File: src/rtl/axi4_sram_slave_if.sv
// AXI4 bus bundle (AW, W, B, AR, R channels, 32-bit data) used by axi4_sram_slave.
interface axi4_ifc #(parameter int IWIDTH = 5);
    logic [IWIDTH-1:0] awid;
    logic [31:0]       awaddr;
    logic [7:0]        awlen;
    logic [2:0]        awsize;
    logic [1:0]        awburst;
    logic              awlock;
    logic [3:0]        awcache;
    logic [2:0]        awprot;
    logic              awvalid;
    logic              awready;
    logic [31:0]       wdata;
    logic [3:0]        wstrb;
    logic              wlast;
    logic              wvalid;
    logic              wready;
    logic [IWIDTH-1:0] bid;
    logic [1:0]        bresp;
    logic              bvalid;
    logic              bready;
    logic [IWIDTH-1:0] arid;
    logic [31:0]       araddr;
    logic [7:0]        arlen;
    logic [2:0]        arsize;
    logic [1:0]        arburst;
    logic              arlock;
    logic [3:0]        arcache;
    logic [2:0]        arprot;
    logic              arvalid;
    logic              arready;
    logic [IWIDTH-1:0] rid;
    logic [31:0]       rdata;
    logic [1:0]        rresp;
    logic              rlast;
    logic              rvalid;
    logic              rready;

    modport slave (
        input  awid, awaddr, awlen, awsize, awburst, awlock, awcache, awprot, awvalid,
        output awready,
        input  wdata, wstrb, wlast, wvalid,
        output wready,
        output bid, bresp, bvalid,
        input  bready,
        input  arid, araddr, arlen, arsize, arburst, arlock, arcache, arprot, arvalid,
        output arready,
        output rid, rdata, rresp, rlast, rvalid,
        input  rready
    );

    modport master (
        output awid, awaddr, awlen, awsize, awburst, awlock, awcache, awprot, awvalid,
        input  awready,
        output wdata, wstrb, wlast, wvalid,
        input  wready,
        input  bid, bresp, bvalid,
        output bready,
        output arid, araddr, arlen, arsize, arburst, arlock, arcache, arprot, arvalid,
        input  arready,
        input  rid, rdata, rresp, rlast, rvalid,
        output rready
    );
endinterface

File: src/rtl/axi4_sram_slave.sv
// AXI4 INCR-burst slave onto a 1-cycle-latency SRAM; independent write and read FSMs.
// Optional AXI4_SRAM_BURST_CHECK_EN: non-INCR or non-4-byte bursts answer SLVERR without touching memory.
module axi4_sram_slave #(
    parameter int IWIDTH = 5,
    parameter int AWIDTH = 12
) (
    input  logic              clk,
    input  logic              reset,
    axi4_ifc.slave            s,
    output logic              o_we,
    output logic [AWIDTH-1:0] o_waddr,
    output logic [31:0]       o_wdata,
    output logic [AWIDTH-1:0] o_raddr,
    input  logic [31:0]       i_rdata
);
    localparam logic [1:0] RESP_OKAY   = 2'd0;
    localparam logic [1:0] RESP_SLVERR = 2'd2;

    typedef enum logic [1:0] {W_IDLE = 2'd0, W_DATA = 2'd1, W_RESP = 2'd2} w_state_e;
    typedef enum logic [1:0] {R_IDLE = 2'd0, R_WAIT = 2'd1, R_DATA = 2'd2} r_state_e;

    w_state_e          w_state_q, w_state_d;
    logic              awready_q, awready_d;
    logic [AWIDTH-1:0] waddr_q, waddr_d;
    logic [7:0]        wlen_q, wlen_d, wcnt_q, wcnt_d;
    logic [IWIDTH-1:0] wid_q, wid_d;
    logic              werr_q, werr_d;
    logic              we_s, aw_bad_s;

    r_state_e          r_state_q, r_state_d;
    logic              arready_q, arready_d;
    logic [AWIDTH-1:0] raddr_q, raddr_d, raddr_s;
    logic [7:0]        rlen_q, rlen_d, rcnt_q, rcnt_d;
    logic [IWIDTH-1:0] rid_q, rid_d;
    logic              rerr_q, rerr_d;
    logic              rlast_s, ar_bad_s;

`ifdef AXI4_SRAM_BURST_CHECK_EN
    assign aw_bad_s = (s.awsize != 3'd2) || (s.awburst != 2'd1);
    assign ar_bad_s = (s.arsize != 3'd2) || (s.arburst != 2'd1);
`else
    assign aw_bad_s = 1'b0;
    assign ar_bad_s = 1'b0;
`endif

    logic unused_s;
    assign unused_s = ^{s.awaddr[31:AWIDTH+2], s.awaddr[1:0], s.araddr[31:AWIDTH+2], s.araddr[1:0],
                        s.awsize, s.awburst, s.awlock, s.awcache, s.awprot,
                        s.arsize, s.arburst, s.arlock, s.arcache, s.arprot, s.wstrb};

    // Write FSM: latch AW, stream W beats straight to the SRAM port, then answer on B.
    always_comb begin
        w_state_d = w_state_q;
        waddr_d   = waddr_q;
        wlen_d    = wlen_q;
        wcnt_d    = wcnt_q;
        wid_d     = wid_q;
        werr_d    = werr_q;
        we_s      = 1'b0;
        case (w_state_q)
            W_IDLE: begin
                if (s.awvalid && awready_q) begin
                    wid_d     = s.awid;
                    waddr_d   = s.awaddr[AWIDTH+1:2];
                    wlen_d    = s.awlen;
                    wcnt_d    = 8'd0;
                    werr_d    = aw_bad_s;
                    w_state_d = W_DATA;
                end else begin
                    w_state_d = W_IDLE;
                end
            end
            W_DATA: begin
                if (s.wvalid) begin
                    we_s    = !werr_q;
                    waddr_d = waddr_q + AWIDTH'(1);
                    wcnt_d  = wcnt_q + 8'd1;
                    // The beat count is authoritative; an early wlast also closes the burst.
                    if (s.wlast || (wcnt_q == wlen_q)) begin
                        w_state_d = W_RESP;
                    end else begin
                        w_state_d = W_DATA;
                    end
                end else begin
                    w_state_d = W_DATA;
                end
            end
            W_RESP: begin
                if (s.bready) begin
                    w_state_d = W_IDLE;
                end else begin
                    w_state_d = W_RESP;
                end
            end
            default: w_state_d = W_IDLE;
        endcase
        awready_d = (w_state_d == W_IDLE);
    end

    // Read FSM: address goes out combinationally so the SRAM word is ready one cycle later.
    always_comb begin
        r_state_d = r_state_q;
        raddr_d   = raddr_q;
        raddr_s   = raddr_q;
        rlen_d    = rlen_q;
        rcnt_d    = rcnt_q;
        rid_d     = rid_q;
        rerr_d    = rerr_q;
        rlast_s   = (r_state_q == R_DATA) && (rcnt_q == rlen_q);
        case (r_state_q)
            R_IDLE: begin
                if (s.arvalid && arready_q) begin
                    rid_d     = s.arid;
                    raddr_d   = s.araddr[AWIDTH+1:2];
                    raddr_s   = s.araddr[AWIDTH+1:2];
                    rlen_d    = s.arlen;
                    rcnt_d    = 8'd0;
                    rerr_d    = ar_bad_s;
                    r_state_d = R_WAIT;
                end else begin
                    r_state_d = R_IDLE;
                end
            end
            R_WAIT: r_state_d = R_DATA;
            R_DATA: begin
                if (s.rready && rlast_s) begin
                    r_state_d = R_IDLE;
                end else if (s.rready) begin
                    raddr_d = raddr_q + AWIDTH'(1);
                    raddr_s = raddr_q + AWIDTH'(1);
                    rcnt_d  = rcnt_q + 8'd1;
                end else begin
                    r_state_d = R_DATA;
                end
            end
            default: r_state_d = R_IDLE;
        endcase
        arready_d = (r_state_d == R_IDLE);
    end

    // State and burst-context registers for both channels.
    always_ff @(posedge clk or posedge reset) begin
        if (reset) begin
            w_state_q <= W_IDLE;
            awready_q <= 1'b0;
            waddr_q   <= '0;
            wlen_q    <= 8'd0;
            wcnt_q    <= 8'd0;
            wid_q     <= '0;
            werr_q    <= 1'b0;
            r_state_q <= R_IDLE;
            arready_q <= 1'b0;
            raddr_q   <= '0;
            rlen_q    <= 8'd0;
            rcnt_q    <= 8'd0;
            rid_q     <= '0;
            rerr_q    <= 1'b0;
        end else begin
            w_state_q <= w_state_d;
            awready_q <= awready_d;
            waddr_q   <= waddr_d;
            wlen_q    <= wlen_d;
            wcnt_q    <= wcnt_d;
            wid_q     <= wid_d;
            werr_q    <= werr_d;
            r_state_q <= r_state_d;
            arready_q <= arready_d;
            raddr_q   <= raddr_d;
            rlen_q    <= rlen_d;
            rcnt_q    <= rcnt_d;
            rid_q     <= rid_d;
            rerr_q    <= rerr_d;
        end
    end

    assign s.awready = awready_q;
    assign s.wready  = (w_state_q == W_DATA);
    assign s.bvalid  = (w_state_q == W_RESP);
    assign s.bid     = wid_q;
    assign s.bresp   = werr_q ? RESP_SLVERR : RESP_OKAY;
    assign o_we      = we_s;
    assign o_waddr   = waddr_q;
    assign o_wdata   = s.wdata;

    assign s.arready = arready_q;
    assign s.rvalid  = (r_state_q == R_DATA);
    assign s.rdata   = ((r_state_q == R_DATA) && !rerr_q) ? i_rdata : 32'd0;
    assign s.rid     = rid_q;
    assign s.rresp   = rerr_q ? RESP_SLVERR : RESP_OKAY;
    assign s.rlast   = rlast_s;
    assign o_raddr   = raddr_s;
endmodule

File: src/flat_wrapper.sv
// flat-port wrapper written by rule: the top's interface ports become plain ports
module axi4_sram_slave_flat 
#(
    parameter int IWIDTH = 5,
    parameter int AWIDTH = 12
)
  (clk, reset, o_we, o_waddr, o_wdata, o_raddr, i_rdata, s_awid, s_awaddr, s_awlen, s_awsize, s_awburst, s_awlock, s_awcache, s_awprot, s_awvalid, s_awready, s_wdata, s_wstrb, s_wlast, s_wvalid, s_wready, s_bid, s_bresp, s_bvalid, s_bready, s_arid, s_araddr, s_arlen, s_arsize, s_arburst, s_arlock, s_arcache, s_arprot, s_arvalid, s_arready, s_rid, s_rdata, s_rresp, s_rlast, s_rvalid, s_rready);
  axi4_ifc #(.IWIDTH(IWIDTH)) s_i ();
  input  logic clk;
  input  logic reset;
  output logic o_we;
  output logic [AWIDTH-1:0] o_waddr;
  output logic [31:0] o_wdata;
  output logic [AWIDTH-1:0] o_raddr;
  input  logic [31:0] i_rdata;
  input wire logic [$bits(s_i.awid)-1:0] s_awid;
  input wire logic [$bits(s_i.awaddr)-1:0] s_awaddr;
  input wire logic [$bits(s_i.awlen)-1:0] s_awlen;
  input wire logic [$bits(s_i.awsize)-1:0] s_awsize;
  input wire logic [$bits(s_i.awburst)-1:0] s_awburst;
  input wire logic [$bits(s_i.awlock)-1:0] s_awlock;
  input wire logic [$bits(s_i.awcache)-1:0] s_awcache;
  input wire logic [$bits(s_i.awprot)-1:0] s_awprot;
  input wire logic [$bits(s_i.awvalid)-1:0] s_awvalid;
  output wire logic [$bits(s_i.awready)-1:0] s_awready;
  input wire logic [$bits(s_i.wdata)-1:0] s_wdata;
  input wire logic [$bits(s_i.wstrb)-1:0] s_wstrb;
  input wire logic [$bits(s_i.wlast)-1:0] s_wlast;
  input wire logic [$bits(s_i.wvalid)-1:0] s_wvalid;
  output wire logic [$bits(s_i.wready)-1:0] s_wready;
  output wire logic [$bits(s_i.bid)-1:0] s_bid;
  output wire logic [$bits(s_i.bresp)-1:0] s_bresp;
  output wire logic [$bits(s_i.bvalid)-1:0] s_bvalid;
  input wire logic [$bits(s_i.bready)-1:0] s_bready;
  input wire logic [$bits(s_i.arid)-1:0] s_arid;
  input wire logic [$bits(s_i.araddr)-1:0] s_araddr;
  input wire logic [$bits(s_i.arlen)-1:0] s_arlen;
  input wire logic [$bits(s_i.arsize)-1:0] s_arsize;
  input wire logic [$bits(s_i.arburst)-1:0] s_arburst;
  input wire logic [$bits(s_i.arlock)-1:0] s_arlock;
  input wire logic [$bits(s_i.arcache)-1:0] s_arcache;
  input wire logic [$bits(s_i.arprot)-1:0] s_arprot;
  input wire logic [$bits(s_i.arvalid)-1:0] s_arvalid;
  output wire logic [$bits(s_i.arready)-1:0] s_arready;
  output wire logic [$bits(s_i.rid)-1:0] s_rid;
  output wire logic [$bits(s_i.rdata)-1:0] s_rdata;
  output wire logic [$bits(s_i.rresp)-1:0] s_rresp;
  output wire logic [$bits(s_i.rlast)-1:0] s_rlast;
  output wire logic [$bits(s_i.rvalid)-1:0] s_rvalid;
  input wire logic [$bits(s_i.rready)-1:0] s_rready;
  assign s_i.awid = s_awid;
  assign s_i.awaddr = s_awaddr;
  assign s_i.awlen = s_awlen;
  assign s_i.awsize = s_awsize;
  assign s_i.awburst = s_awburst;
  assign s_i.awlock = s_awlock;
  assign s_i.awcache = s_awcache;
  assign s_i.awprot = s_awprot;
  assign s_i.awvalid = s_awvalid;
  assign s_awready = s_i.awready;
  assign s_i.wdata = s_wdata;
  assign s_i.wstrb = s_wstrb;
  assign s_i.wlast = s_wlast;
  assign s_i.wvalid = s_wvalid;
  assign s_wready = s_i.wready;
  assign s_bid = s_i.bid;
  assign s_bresp = s_i.bresp;
  assign s_bvalid = s_i.bvalid;
  assign s_i.bready = s_bready;
  assign s_i.arid = s_arid;
  assign s_i.araddr = s_araddr;
  assign s_i.arlen = s_arlen;
  assign s_i.arsize = s_arsize;
  assign s_i.arburst = s_arburst;
  assign s_i.arlock = s_arlock;
  assign s_i.arcache = s_arcache;
  assign s_i.arprot = s_arprot;
  assign s_i.arvalid = s_arvalid;
  assign s_arready = s_i.arready;
  assign s_rid = s_i.rid;
  assign s_rdata = s_i.rdata;
  assign s_rresp = s_i.rresp;
  assign s_rlast = s_i.rlast;
  assign s_rvalid = s_i.rvalid;
  assign s_i.rready = s_rready;
  axi4_sram_slave #(.IWIDTH(IWIDTH), .AWIDTH(AWIDTH)) u_core (.clk(clk), .reset(reset), .s(s_i), .o_we(o_we), .o_waddr(o_waddr), .o_wdata(o_wdata), .o_raddr(o_raddr), .i_rdata(i_rdata));
endmodule
File: config.mk
export PLATFORM = sky130hd
export DESIGN_NAME = axi4_sram_slave_flat
export DESIGN_NICKNAME = d
export VERILOG_FILES = /design/src/rtl/axi4_sram_slave_if.sv /design/src/rtl/axi4_sram_slave.sv /design/src/flat_wrapper.sv
export SDC_FILE = /design/constraint.sdc
export NUM_CORES = 1
export LEC_CHECK = 0
export CELL_PAD_IN_SITES_DETAIL_PLACEMENT = 0
export CELL_PAD_IN_SITES_GLOBAL_PLACEMENT = 1
export CORE_MARGIN = 2
export CORE_UTILIZATION = 22
export DETAILED_ROUTE_END_ITERATION = 8
export MAX_ROUTING_LAYER = met4
export PLACE_DENSITY = 0.78
export SYNTH_ARGS = -nofsm -noshare
export SYNTH_HDL_FRONTEND = slang
export SYNTH_SLANG_ARGS = --single-unit
File: constraint.sdc
create_clock -name clk -period 2.44 [get_ports clk]
set_input_delay 0.488 -clock clk [delete_from_list [all_inputs] [get_ports clk]]
set_output_delay 0.488 -clock clk [all_outputs]
set_load 0.05 [all_outputs]
==> flow_metrics.env <==
export IMPL_period_share_pct=111
export IMPL_ys_types=63
export IMPL_hold_buffers=0
export IMPL_portBuffers=162
export IMPL_min_path_type="flop to flop"
export IMPL_synth_area_um2=4360
export IMPL_finalMaxSlewViolations=0
export IMPL_cts_tree="yes"
export IMPL_grt_pass1_wl_um=21400
export IMPL_timing_fmax_mhz=371
export IMPL_antenna_found_initial=0
export IMPL_timing_hold_ws_ps=471
export IMPL_grt_max_degree=73
export IMPL_dp_cells=906
export IMPL_switching_share_pct=46.5
export IMPL_path_clk_slew_ps=60
export IMPL_synth_area_leaders="dfrtp_1 (41%), nand2_1 (6.9%), buf_4 (6.4%)"
export IMPL_path_cells="xnor2_2 > nand4_2 > buf_6 > nor2_4 > nor3_1 > buf_4 > a221oi_4 > buf_12"
export IMPL_intPower_uw=5840
export IMPL_arrival_ps=2210
export IMPL_pwr_share_seq_pct=20.1
export IMPL_place_congestion=0.837
export IMPL_areaGrowthSynthToFinish_pct=71.9
export IMPL_clk_latency_ps=350
export IMPL_viasPerCell=4.49
export IMPL_root_buffer="clkbuf_16"
export IMPL_drt_pass1_iterations=4
export IMPL_wl_per_cell_um=14.8
export IMPL_drive_above_1_share_pct=27.6
export IMPL_layout_nets=857
export IMPL_synth_seq_cells=72
export IMPL_pwr_share_comb_pct=66.2
export IMPL_rsz0062_at_grt="true"
export IMPL_maxCapViolations=0
export IMPL_num_rows=51
export IMPL_peakVddDrop_mv=0.709
export IMPL_tightest_slew_ps=528
export IMPL_drc=0
export IMPL_cts_htree_levels=3
export IMPL_dieArea_um2=20900
export IMPL_status="finished with violations"
export IMPL_cts_made_buffers=9
export IMPL_critPathSlowestCell="dfrtp_2"
export IMPL_synth_seq_area_share_pct=41.4
export IMPL_hold_violations=0
export IMPL_cts_buffer_depth=2
export IMPL_cts_sinks=72
export IMPL_synth_warnings=0
export IMPL_yosysTopAreaCellShare_pct=41.4
export IMPL_drtAntennaViolNets=0
export IMPL_power_leakage_uw=0.00321
export IMPL_num_vias=4177
export IMPL_dp_hpwl_um=10100
export IMPL_slew_headroom_pct=64.7
export IMPL_worst_path_max_fanout=7
export IMPL_pwr_density_cell_nw_per_um2=1460
export IMPL_power_frac_clock_pct=13.7
export IMPL_ioPinCount=301
export IMPL_synthArstFlopShare_pct=100
export IMPL_die_width_um=145
export IMPL_required_ps=1950
export IMPL_violations="setup timing"
export IMPL_fp_coreArea_um2=19500
export IMPL_ys_flop_type="dfrtp_1"
export IMPL_gr_total_overflow=0
export IMPL_start_util_pct=22.4
export IMPL_netlist_instances=489
export IMPL_synth_edff_count=0
export IMPL_fin_worst_skew_ps=7.67
export IMPL_n_antenna_cell=0
export IMPL_criticalPathCategory="flop to primary output"
export IMPL_drt_wl_total_um=13700
export IMPL_start_kind="flop"
export IMPL_grt_pass1_vias=4155
export IMPL_finalWorstSetupSlack_ps=-258
export IMPL_max_stage_delay_ps=450
export IMPL_switchingPower_uw=5070
export IMPL_grt_usage_pct=13.7
export IMPL_finalCriticalPeriod_ps=2700
export IMPL_fillers=1880
export IMPL_initialDrtViolationCount=260
export IMPL_synth_area_per_cell_um2=8.91
export IMPL_layoutNonFillerInstCount=931
export IMPL_setup_violations=11
export IMPL_endpoint_kind="primary output"
export IMPL_die_h_um=145
export IMPL_synth_top_area_cell="dfrtp_1"
## layout by cell type, fill, tap and decap left out, types with 4 or more instances in the layout
cell,synthesis,final
a21oi_1,22,21
and3_1,35,35
buf_4,37,54
mux2_2,14,14
buf_6,1,5
o21ai_0,11,9
conb_1,1,4
xor2_1,4,4
nand2_1,80,79
mux2i_1,6,6
clkdlybuf4s50_1,0,113
xnor2_1,19,12
ha_1,4,4
clkbuf_16,0,9
nand3_1,18,15
nor2_1,24,21
nand4_1,9,9
xnor2_2,0,7
a2bb2oi_1,4,4
a22oi_1,5,4
buf_12,0,48
dfrtp_1,72,70
inv_1,12,10
nor3_1,11,9
o22ai_1,10,10
## power groups by stage
stage | Combinational, uW | Sequential [uW] | Clock [uW]
2_1_floorplan | 3450 | 2770 | 0
3_3_place_gp | 6870 | 2160 | 0
3_5_place_dp | 6920 | 2170 | 0
4_1_cts | 7120 | 2170 | 1540
5_1_grt | 7680 | 2270 | 1590
6_report | 7230 | 2190 | 1490
## final cells by class
class | count | area (um2) | share of cell area, %
clock buffer | 12 | 256 | 3.43
timing repair buffer | 221 | 2570 | 34.3
multi-input combinational | 344 | 2400 | 32.1
tap | 265 | 332 | 4.43
sequential | 72 | 1800 | 24.1
inverter | 13 | 48.8 | 0.652
clock inverter | 4 | 76.3 | 1.02
## metrics by stage
step / cell area (um2) / TNS [ps] / util [%] / setup slack (ps) / power, uW
after floorplan: 4450 / -332 / - / -124 / 6220
after CTS: 7360 / -2250 / 37.8 / -264 / 10800
final: 7490 / -1940 / 38.5 / -258 / 10900
after detailed placement: 6880 / -1320 / 35.3 / -190 / 9090
after global routing: 7490 / -3210 / 38.5 / -361 / 11500
after global placement: 6880 / -1250 / 35.3 / -170 / 9030
## worst paths after layout
kind                                       start           endpoint  slack, ps  depth (start not counted)
worst min register to register   u_core.s.rid[0]    u_core.s.rid[0]        470                          2
worst min-delay path             u_core.s.rid[0]    u_core.s.rid[0]        470                          2
max in group asynchronous                  reset   u_core.rcnt_q[5]       1490                          3
worst max register to register  u_core.rcnt_q[5]   u_core.rcnt_q[5]        480                          8
worst max-delay path            u_core.rcnt_q[5]         o_raddr[4]       -260                          8
min in group asynchronous                  reset  u_core.raddr_q[4]        550                          3
## cell families (layout without fill, tap and decap cells)
kind of cell             Yosys count  count (layout)  share of synthesized area, %
AO/OA/AOI/OAI                     89              89                          14.2
XOR/XNOR                          23              23                          4.62
adder cells (fa/ha/maj)            4               4                          1.15
buffers and inverters             76             250                          10.0
flip-flops                        72              72                          41.4
multiplexers                      20              20                          5.00
other                              1               4                        0.0861
AND/OR/NAND/NOR                  204             204                          23.5
## layer usage
layer  global-route usage [%]  vias to the layer above  part of all wire [%]
li1                         -                     2043                     -
met1                     17.0                     1981                    45
met2                     21.3                      137                    47
met3                     4.74                       16                   7.1
met4                     3.53                        0                   1.2
met5                        -                        -                     0
## sequential cells by signal, summed over array words and instances, names as in the netlist
signal	flops
u_core.o_waddr	12
u_core.r_state_q	2
u_core.raddr_q	12
u_core.rcnt_q	8
u_core.rlen_q	8
u_core.s.arready	1
u_core.s.awready	1
u_core.s.bid	5
u_core.s.rid	5
u_core.w_state_q	2
u_core.wcnt_q	8
u_core.wlen_q	8
## repair_timing
item / 4_1_cts / 5_1_grt
buffers inserted: 5 / 4
pin swaps: 11 / 11
setup endpoints to repair: 13 / 13
gates resized for setup: 22 / 22
cloned: 0 / 0
## cell usage after synthesis, drive strengths merged (2+ instances only)
cell,instances
a21o,3
a21oi,22
a221oi,2
a22o,3
a22oi,5
a2bb2oi,4
a311o,2
and2,3
and3,35
buf,42
clkbuf,21
dfrtp,72
ha,4
inv,12
mux2,14
mux2i,6
nand2,81
nand2b,2
nand3,18
nand4,12
nor2,25
nor3,11
nor4,3
o211ai,3
o21a,2
o21ai,12
o22a,3
o22ai,10
o311ai,4
o31ai,3
or2,2
or3,5
or4,4
xnor2,19
xor2,4
## critical path: cells and delay by family (launching register included)
family	cells	cell delay [ps]
flip-flops	1	450
AO/OA/AOI/OAI	1	350
buffers and inverters	3	480
AND/OR/NAND/NOR	3	390
XOR/XNOR	1	180
Note: power is estimated with default switching activity, not from simulation.
